==> config.mk <==
export PLATFORM = sky130hd
export DESIGN_NAME = cnn_result_writer
export DESIGN_NICKNAME = d
export VERILOG_FILES = /design/src/rtl/cnn_result_writer.sv
export SDC_FILE = /design/constraint.sdc
export NUM_CORES = 2
export LEC_CHECK = 0
export BUFFER_PORTS_ARGS = -buffer_cell sky130_fd_sc_hd__buf_4
export CORE_MARGIN = 2
export CORE_UTILIZATION = 30
export DETAILED_ROUTE_END_ITERATION = 10
export SETUP_SLACK_MARGIN = 0.4
export SLEW_MARGIN = 10
export SYNTH_ARGS = -nofsm -noshare
export SYNTH_HDL_FRONTEND = slang
export SYNTH_SLANG_ARGS = --single-unit
==> constraint.sdc <==
create_clock -name clk -period 8.89 [get_ports clk]
set_input_delay 1.778 -clock clk [delete_from_list [all_inputs] [get_ports clk]]
set_output_delay 1.778 -clock clk [all_outputs]
set_load 0.02 [all_outputs]
==> src/rtl/cnn_result_writer.sv <==
// Multi-channel CNN result write-back: packs 8/16/32-bit results into words, buffers them in
// per-channel FIFOs and writes them round-robin over the lacc data port. Define
// CNN_WB_SATURATE_EN to saturate 8/16-bit elements instead of truncating them.
module cnn_result_writer #(
    parameter int unsigned CH_NUM   = 4,
    parameter int unsigned DEPTH    = 8,
    parameter int unsigned STRIDE_W = 16
) (
    input  logic                      clk,
    input  logic                      rst,
    input  logic                      cfg_valid,
    input  logic [$clog2(CH_NUM)-1:0] cfg_ch,
    input  logic [31:0]               cfg_addr,
    input  logic [STRIDE_W-1:0]       cfg_stride,
    input  logic [1:0]                cfg_elem_size,
    input  logic                      start,
    input  logic [CH_NUM-1:0]         ch_en_i,
    input  logic                      flush,
    input  logic [CH_NUM-1:0]         res_valid,
    input  logic [CH_NUM*32-1:0]      res_data,
    output logic                      res_stall,
    output logic                      mem_valid,
    input  logic                      mem_ready,
    output logic [31:0]               mem_addr,
    output logic [31:0]               mem_wdata,
    output logic [3:0]                mem_wstrb,
    output logic [1:0]                mem_size,
    output logic                      busy,
    output logic                      done
);
    localparam int unsigned ChW  = $clog2(CH_NUM);
    localparam int unsigned PtrW = $clog2(DEPTH);
    localparam logic [PtrW:0] PtrOne = 1;

    typedef enum logic [1:0] {StIdle, StRun, StPack, StDrain} state_e;

    state_e            state_q;
    logic [1:0]        elem_size_q;
    logic [1:0]        size;
    logic [CH_NUM-1:0] en_q;
    logic [ChW-1:0]    rr_q, grant_q, grant, sel, idx;
    logic              lock_q, done_q, found, handshake;
    logic              st_idle, st_run, st_pack;

    logic [CH_NUM-1:0] full, empty, accept, pend, avail, pop;
    logic [35:0]       head   [CH_NUM];
    logic [31:0]       addr_w [CH_NUM];

`ifdef CNN_WB_SATURATE_EN
    function automatic logic [7:0] sat8(input logic signed [31:0] v);
        if (v > 32'sd127) return 8'h7f;
        if (v < -32'sd128) return 8'h80;
        return v[7:0];
    endfunction

    function automatic logic [15:0] sat16(input logic signed [31:0] v);
        if (v > 32'sd32767) return 16'h7fff;
        if (v < -32'sd32768) return 16'h8000;
        return v[15:0];
    endfunction
`endif

    assign size      = (elem_size_q == 2'd3) ? 2'd2 : elem_size_q;
    assign st_idle   = (state_q == StIdle);
    assign st_run    = (state_q == StRun);
    assign st_pack   = (state_q == StPack);
    assign res_stall = |(full & en_q);
    assign avail     = ~empty & en_q;

    for (genvar g = 0; g < CH_NUM; g++) begin : g_ch
        logic [31:0]         res;
        logic [7:0]          e8;
        logic [15:0]         e16;
        logic [31:0]         pk_data_q, pk_data_d, push_word;
        logic [1:0]          pk_cnt_q, pk_cnt_d;
        logic [3:0]          push_strb;
        logic                push;
        logic [PtrW:0]       wr_q, rd_q;
        logic [35:0]         mem_q [DEPTH];
        logic [31:0]         addr_q, base_q;
        logic [STRIDE_W-1:0] stride_q;

        assign res = res_data[g*32 +: 32];
`ifdef CNN_WB_SATURATE_EN
        assign e8  = sat8(res);
        assign e16 = sat16(res);
`else
        assign e8  = res[7:0];
        assign e16 = res[15:0];
`endif

        // Direction bit (MSB) distinguishes full from empty when the indices match.
        assign full[g]   = (wr_q[PtrW-1:0] == rd_q[PtrW-1:0]) && (wr_q[PtrW] != rd_q[PtrW]);
        assign empty[g]  = (wr_q == rd_q);
        assign accept[g] = st_run & res_valid[g] & en_q[g] & ~res_stall;
        assign pend[g]   = en_q[g] & (pk_cnt_q != 2'd0);
        assign pop[g]    = handshake & (grant == ChW'(g));
        assign head[g]   = mem_q[rd_q[PtrW-1:0]];
        assign addr_w[g] = addr_q;

        always_comb begin
            pk_data_d = pk_data_q;
            pk_cnt_d  = pk_cnt_q;
            push_word = 32'h0;
            push_strb = 4'hf;
            push      = 1'b0;
            if (accept[g]) begin
                case (size)
                    2'd0: begin
                        pk_data_d = pk_data_q | (32'(e8) << {pk_cnt_q, 3'b000});
                        pk_cnt_d  = pk_cnt_q + 2'd1;
                        if (pk_cnt_q == 2'd3) begin
                            push      = 1'b1;
                            push_word = pk_data_d;
                            pk_data_d = '0;
                            pk_cnt_d  = '0;
                        end
                    end
                    2'd1: begin
                        pk_data_d = pk_data_q | (32'(e16) << {pk_cnt_q[0], 4'b0000});
                        pk_cnt_d  = pk_cnt_q + 2'd1;
                        if (pk_cnt_q[0]) begin
                            push      = 1'b1;
                            push_word = pk_data_d;
                            pk_data_d = '0;
                            pk_cnt_d  = '0;
                        end
                    end
                    default: begin
                        push      = 1'b1;
                        push_word = res;
                    end
                endcase
            end else if (st_pack && pend[g] && !full[g]) begin
                // Partial word: unfilled bytes are already zero in the packer.
                push      = 1'b1;
                push_word = pk_data_q;
                push_strb = (size == 2'd1) ? 4'b0011 : ((4'b0001 << pk_cnt_q) - 4'b0001);
                pk_data_d = '0;
                pk_cnt_d  = '0;
            end
        end

        always_ff @(posedge clk or negedge rst) begin
            if (!rst) begin
                pk_data_q <= '0;
                pk_cnt_q  <= '0;
                wr_q      <= '0;
                rd_q      <= '0;
                addr_q    <= '0;
                base_q    <= '0;
                stride_q  <= '0;
            end else begin
                if (st_idle && cfg_valid && cfg_ch == ChW'(g)) begin
                    base_q   <= cfg_addr;
                    stride_q <= cfg_stride;
                end
                if (st_idle && start) begin
                    pk_data_q <= '0;
                    pk_cnt_q  <= '0;
                    wr_q      <= '0;
                    rd_q      <= '0;
                    addr_q    <= base_q;
                end else begin
                    pk_data_q <= pk_data_d;
                    pk_cnt_q  <= pk_cnt_d;
                    if (push) wr_q <= wr_q + PtrOne;
                    if (pop[g]) begin
                        rd_q   <= rd_q + PtrOne;
                        addr_q <= addr_q + 32'(stride_q);
                    end
                end
            end
        end

        always_ff @(posedge clk) begin
            if (push) mem_q[wr_q[PtrW-1:0]] <= {push_strb, push_word};
        end
    end

    // Round-robin search over non-empty enabled channels starting at rr_q.
    always_comb begin
        sel   = rr_q;
        idx   = '0;
        found = 1'b0;
        for (int k = 0; k < CH_NUM; k++) begin
            idx = rr_q + ChW'(k);
            if (!found && avail[idx]) begin
                sel   = idx;
                found = 1'b1;
            end
        end
    end

    // A stalled request keeps its grant so address and data stay stable.
    assign grant     = lock_q ? grant_q : sel;
    assign mem_valid = lock_q | found;
    assign handshake = mem_valid & mem_ready;
    assign mem_addr  = mem_valid ? addr_w[grant] : 32'h0;
    assign mem_wdata = mem_valid ? head[grant][31:0] : 32'h0;
    assign mem_wstrb = mem_valid ? head[grant][35:32] : 4'h0;
    assign mem_size  = 2'b10;
    assign busy      = !st_idle;
    assign done      = done_q;

    always_ff @(posedge clk or negedge rst) begin
        if (!rst) begin
            state_q     <= StIdle;
            elem_size_q <= '0;
            en_q        <= '0;
            rr_q        <= '0;
            grant_q     <= '0;
            lock_q      <= 1'b0;
            done_q      <= 1'b0;
        end else begin
            done_q  <= 1'b0;
            lock_q  <= mem_valid & ~mem_ready;
            grant_q <= grant;
            if (handshake) rr_q <= grant + ChW'(1);
            unique case (state_q)
                StIdle: begin
                    if (cfg_valid) elem_size_q <= cfg_elem_size;
                    if (start) begin
                        state_q <= StRun;
                        en_q    <= ch_en_i;
                        rr_q    <= '0;
                    end
                end
                StRun: begin
                    if (flush) state_q <= StPack;
                end
                StPack: begin
                    if (!(|(pend & full))) state_q <= StDrain;
                end
                StDrain: begin
                    if (!(|avail) && !mem_valid) begin
                        state_q <= StIdle;
                        done_q  <= 1'b1;
                    end
                end
                default: state_q <= StIdle;
            endcase
        end
    end

endmodule
# --- Yosys cells after proc, flatten, opt, wreduce, memory -nomap -nowiden ---
# Memory sizes are Yosys's and may differ from the RTL's.
# Index checks and enable logic that the tools add are counted.
totals:
  register_bits: 502
  latchBits: 0
  ramBits: 1152
  romBits: 0
  input_bits: 194
  out_inout_bits: 74
  elab_cells: 383
  n_memories: 4
op_classes:
  addsub: 24
  multipliers: 0
  div_mod_pow: 0
  order_cmp: 5
  eq_ne: 35
  shift: 12
  muxes: 168
  bitwise: 38
  reduce_logical: 62
mem_list:
  columns: ["name", "depth", "width", "read_ports", "rd_clocked_by_memory_dff", "wr", "line", "rtl"]
  rows:
  - ["g_ch[0].mem_q", 8, 36, 1, 0, 1, "79", "logic [35:0] mem_q [DEPTH];"]
  - ["g_ch[1].mem_q", 8, 36, 1, 0, 1, "79", null]
  - ["g_ch[2].mem_q", 8, 36, 1, 0, 1, "79", null]
  - ["g_ch[3].mem_q", 8, 36, 1, 0, 1, "79", null]
op_table:
  columns: ["operator", "n"]
  rows:
  - ["$mux W32", 48]
  - ["$pmux W32 S2", 8]
  - ["$or A32 B32 Y32", 8]
  - ["$add A32 B16 Y32", 4]
  - ["$shl A16 B5 Y32", 4]
  - ["$shl A8 B5 Y32", 4]
  - ["$mux W4", 29]
  - ["$bmux W36 S2", 1]
  - ["$mux W36", 2]
  - ["$bmux W32 S2", 1]
  - ["$mux W2", 32]
  - ["$mux W1", 34]
  - ["$add A4 B1 Y4 const B", 8]
  - ["$reduce_bool A2 Y1", 12]
  - ["$and A1 B1 Y1", 22]
  - ["$eq A2 B2 Y1 const B", 11]
  - ["$logic_and A1 B1 Y1", 22]
  - ["$eq A4 B4 Y1", 4]
  - ["$ne A4 B1 Y1 const B", 4]
  - ["$pmux W2 S2", 4]
  - ["$shl A1 B2 Y4 const A", 4]
  - ["$sub A4 B1 Y4 const B", 4]
  - ["$add A2 B1 Y2 const B", 6]
  - ["$and A4 B4 Y4", 3]
  - ["other kinds (20)", 65]

# --- Depth between registers and ports, before layout ---
depth:
  word_depth: 21
  mapped_depth: 18
  mapped_depth_nobuf: 14

# --- Least setup slack after synthesis ---
# Ideal clock, no wire load.
synth_timing:
  path_type: "input port to flip-flop"
  start: "input port res_valid[2]"
  end: "memory g_ch[2].mem_q[2][0], enable pin"
  setup_time_ns: 0.532
  arrival_time_ns: 6.230
  required_time_ns: 8.358
  setup_slack_ns: 2.127
  stages: 6
  path_buffers: 1
  path_cell_list: "and2_1 and4_4 buf_6 nand2_2 o22ai_1 nor4b_1"
synth_between:
  elab_chain_len: 6
synth_rtl:
  columns: ["item", "line", "rtl"]
  rows:
  - ["from (decl)", "19", "input logic [CH_NUM-1:0] res_valid,"]
  - ["$and A1 B1 Y1 (3 in series)", "95", "assign accept[g] = st_run & res_valid[g] & en_q[g] & ~res_stall;"]
  - ["$mux W1", "107", "if (accept[g]) begin"]
  - ["$mux W1", "177", "if (push) mem_q[wr_q[PtrW-1:0]] <= {push_strb, push_word};"]
  - ["$mux W1 (not written as such)", "177", null]
  - ["to (decl)", "79", null]
# No other way between the ends.

# --- Worst setup path after layout ---
layout_timing:
  start: "register g_ch[2].rd_q[0]"
  end: "output port mem_wdata[21]"
layout_between:
  elab_chain_len: 21
  word_cells_on_any_way: 32
  classes_between: "eq/ne (1); mux (20); bitwise (4); reduce/logical (6); memory (1)"
layout_rtl:
  columns: ["item", "line", "rtl"]
  rows:
  - ["from (decl)", "78", "logic [PtrW:0] wr_q, rd_q;"]
  - ["from (signal assigned)", "169", "rd_q <= rd_q + PtrOne;"]
  - ["$eq A4 B4 Y1", "94", "assign empty[g] = (wr_q == rd_q);"]
  - ["$not A4 Y4", "68", "assign avail = ~empty & en_q;"]
  - ["$and A4 B4 Y4", "68", null]
  - ["$bmux W1 S2", "188", "if (!found && avail[idx]) begin"]
  - ["$mux W1 (not written as such)", "188", null]
  - ["$mux W1", "188", null]
  - ["$logic_not A1 Y1", "188", null]
  - ["$logic_and A1 B1 Y1", "188", null]
  - ["(+4 left out)", null, null]
  - ["$logic_not A1 Y1", "188", null]
  - ["$logic_and A1 B1 Y1", "188", null]
  - ["$mux W2", "188", null]
  - ["$mux W2", "196", "assign grant = lock_q ? grant_q : sel;"]
  - ["$not A2 Y3 (not written as such)", "200", "assign mem_wdata = mem_valid ? head[grant][31:0] : 32'h0;"]
  - ["$bmux W36 S2", "200", null]
  - ["$mux W36 (2 in series)", null, null]
  - ["$mux W32 *", "200", null]
  - ["to (decl)", "25", "output logic [31:0] mem_wdata,"]
# Every way passes the cells marked *; elsewhere a longest branch is shown, timed or not. The select of a mux whose other input is x is not followed.

==> impl_metrics.ini <==
[route]
first_pass_iters = 9
wire_per_inst_um = 26.5
antenna_left = 0
via_per_inst = 5.34
via_count = 46600
drt_iter0_drc = 5154
remaining_drc_errors = 0
routed_wl_um = 231000

[clock_network]
post_cts_buffers = 0
cts-resized-gates = 0
clock_path_buffers = 3
cts_max_level = 4
worstSkewPairLatency_ps = 890
cts_root_buf = clkbuf_16
cts_hold_buf = 0
cts_sinks = 1654
clk_pin_slew_worst_paths_ps = 60
cts_tree = built
cts_buffers = 171

[die]
die_h_um = 501
design.die.area_um2 = 251000
core_um2 = 245000
dieWidth_um = 501
floorplan.io_pins = 268
initial_utilization_pct = 30.1
num_rows = 182

[sta]
skew_ps = 100
setup_viol = 0
totalNegativeSetupSlack_ps = 0
rsz0062_at_grt = no
tightest_slew_ps = 1220
final_hold_viol_count = 0
drv_slew = 0
fmax_mhz = 139
slew_headroom_pct = 16.4
layout_min_cycle_time_ps = 7200
fin_crit_sh_pct = 81.0

[logic_synthesis]
async_flop_share_pct = 30.4
synth_cell_types = 104
synth_top_area_share_pct = 46.8
ys_ff_latch = 1654
syn_inst = 5114
yosysTopAreaCell = edfxtp_1
synth-edff-count = 1152
synth.most_common_cell = edfxtp_1
synth_common_cells = edfxtp_1, dfrtp_1, nor2_1
synth-main-ff-cell = edfxtp_1
synth_area_leaders = edfxtp_1, dfrtp_1, mux4_2
ys_seq_area_share_pct = 63.8
synth_area_um2 = 74000
syn_area_per_cell_um2 = 14.5
yosysWarnings = 0

[pwr]
p_sw_share_pct = 39.8
internal-power_mw = 18.1
power.switching_mw = 12.0
combPwrFrac_pct = 40.9
clock_power_share_pct = 24.3
vdd_drop_max_mv = 0.442
p_seq_share_pct = 34.9
powerDensity_nw_per_um2 = 352
power.leakage_nw = 30.2

[worst_hold_path]
min_from = g_ch[2].base_q[13]
whs_path_depth = 2
worstHoldEndpoint = g_ch[2].addr_q[13]
hold_class = reg -> reg

[placed_design]
place_inst = 8406
place.gp.congestion = 0.919
dp_hpwl_um = 159000
port_buffers = 265

[layout]
drive_gt1_share_pct = 23.5
area_growth_pct = 15.7
final_cells = 8733
nets = 5658
fillers = 23600

[flow_run]
max_cap_violations = 0

[critical_path]
worstSetupStartpointType = flip-flop
crit_path_max_fanout = 45
end_kind = output pin
rr_worst_depth = 13
crit_type = reg -> out
arrival_ps = 5430
crit-reg2reg-capture = g_ch[3].addr_q[20]
r2r_start = g_ch[1].rd_q[0]
regToRegSetupSlack_ps = 3200
worstPathRequired_ps = 7110

[grt]
grt_pass1_vias = 45300
grt_pass1_wl_um = 331000
grt_usage_pct = 18.1
grt.overflow.total = 0
grt_max_degree = 180
antenna_found_initial = 34

[outcome]
status = completed
placed cells by master, fill, tap and decap left out, drive strengths merged, types with 26 or more instances in the layout:
cell type	Yosys	routed
a222oi	30	30
clkbuf	185	226
and3	26	26
edfxtp	1152	1152
mux2i	140	140
a31oi	47	47
inv	49	50
a22o	67	67
a21oi	296	296
o21ai	298	298
xor2	67	67
dfrtp	502	502
mux4	289	289
ha	101	101
nor3	68	68
a21o	26	26
nand4	28	28
nand2	363	363
o22ai	90	90
xnor2	69	69
nor2	403	403
mux2	267	267
buf	139	364
nand3	93	93
clkinv	0	72
conb	2	34
how the worst max path moves through the flow:
stage	from	endpoint	cells past startpoint
after floorplan	res_valid[2]	g_ch[2].mem_q[2][0]	6
after global placement	g_ch[1].rd_q[0]	mem_wdata[1]	10
after detailed placement	g_ch[2].rd_q[0]	mem_wdata[16]	9
after CTS	g_ch[2].rd_q[0]	mem_wdata[16]	9
after global routing	g_ch[2].rd_q[0]	mem_wdata[9]	9
final	g_ch[2].rd_q[0]	mem_wdata[21]	9
routing by layer:
metal	routed length (µm)	up-vias	global-route usage (%)
li1	-	20200	-
met1	96800	24200	24.2
met2	107000	1812	28.2
met3	15500	386	3.36
met4	12200	30	9.00
met5	195	-	0
logic make-up (layout without fill, tap and decap cells):
family / Yosys count / after routing / share of synthesized area [%]
XOR/XNOR: 136 / 136 / 1.63
multiplexers: 696 / 696 / 14.8
adder cells (fa/ha/maj): 105 / 105 / 1.82
AO/OA/AOI/OAI: 1024 / 1024 / 8.79
buffers and inverters: 373 / 731 / 2.18
flip-flops: 1654 / 1654 / 63.8
AND/OR/NAND/NOR: 1124 / 1124 / 7.06
other: 2 / 43 / 0.0102
layout make-up:
| type | instances | area [µm²] | share of cell area (%) |
|---|---|---|---|
| Tap cell | 3220 | 4030 | 4.71 |
| Antenna cell | 9 | 22.5 | 0.0263 |
| Multi-Input combinational cell | 3119 | 25600 | 29.9 |
| Clock inverter | 92 | 1140 | 1.33 |
| Sequential cell | 1654 | 47200 | 55.1 |
| Inverter | 49 | 184 | 0.215 |
| Clock buffer | 226 | 4670 | 5.45 |
| Timing Repair Buffer | 364 | 2800 | 3.27 |
flip-flops by register name (all words and copies together) (netlist names), named ones only:
register / count
g_ch.addr_q: 128
lock_q: 1
g_ch.mem_q: 1152
g_ch.base_q: 128
g_ch.wr_q: 16
g_ch.stride_q: 64
elem_size_q: 2
rr_q: 1
g_ch.pk_data_q: 128
g_ch.pk_cnt_q: 8
en_q: 4
grant_q: 2
g_ch.rd_q: 16
done: 1
state_q: 2
through the flow:
stage	worst slack (ps)	instance area, µm²	util (%)	hold WS [ps]	total power [mW]
6_report	1690	85600	34.9	459	30.1
5_1_grt	1320	85600	34.9	503	31.5
4_1_cts	1620	85600	34.9	465	30.3
3_5_place_dp	2580	79800	32.5	451	22.9
3_3_place_gp	2750	79800	32.5	449	22.7
2_1_floorplan	2130	74100	-	433	18.1
worst max-delay path, cell delays in order (launching register included):
cell and delay, ps:
dfrtp_4 1060, xor2_2 200, o41ai_4 610, o2111ai_1 240, o211ai_2 470, nand2_1 460, nand2_4 430, buf_4 640
o22ai_1 220, buf_4 200
power by group through the flow:
| stage | Sequential (mW) | Clock [mW] | Combinational [mW] |
|---|---|---|---|
| 2_1_floorplan | 9.93 | 0 | 8.18 |
| 5_1_grt | 10.6 | 7.76 | 13.1 |
| 4_1_cts | 10.5 | 7.46 | 12.3 |
| 3_5_place_dp | 10.6 | 0 | 12.3 |
| 3_3_place_gp | 10.6 | 0 | 12.1 |
| 6_report | 10.5 | 7.32 | 12.3 |
No activity file was read; power rests on OpenSTA's default activity.
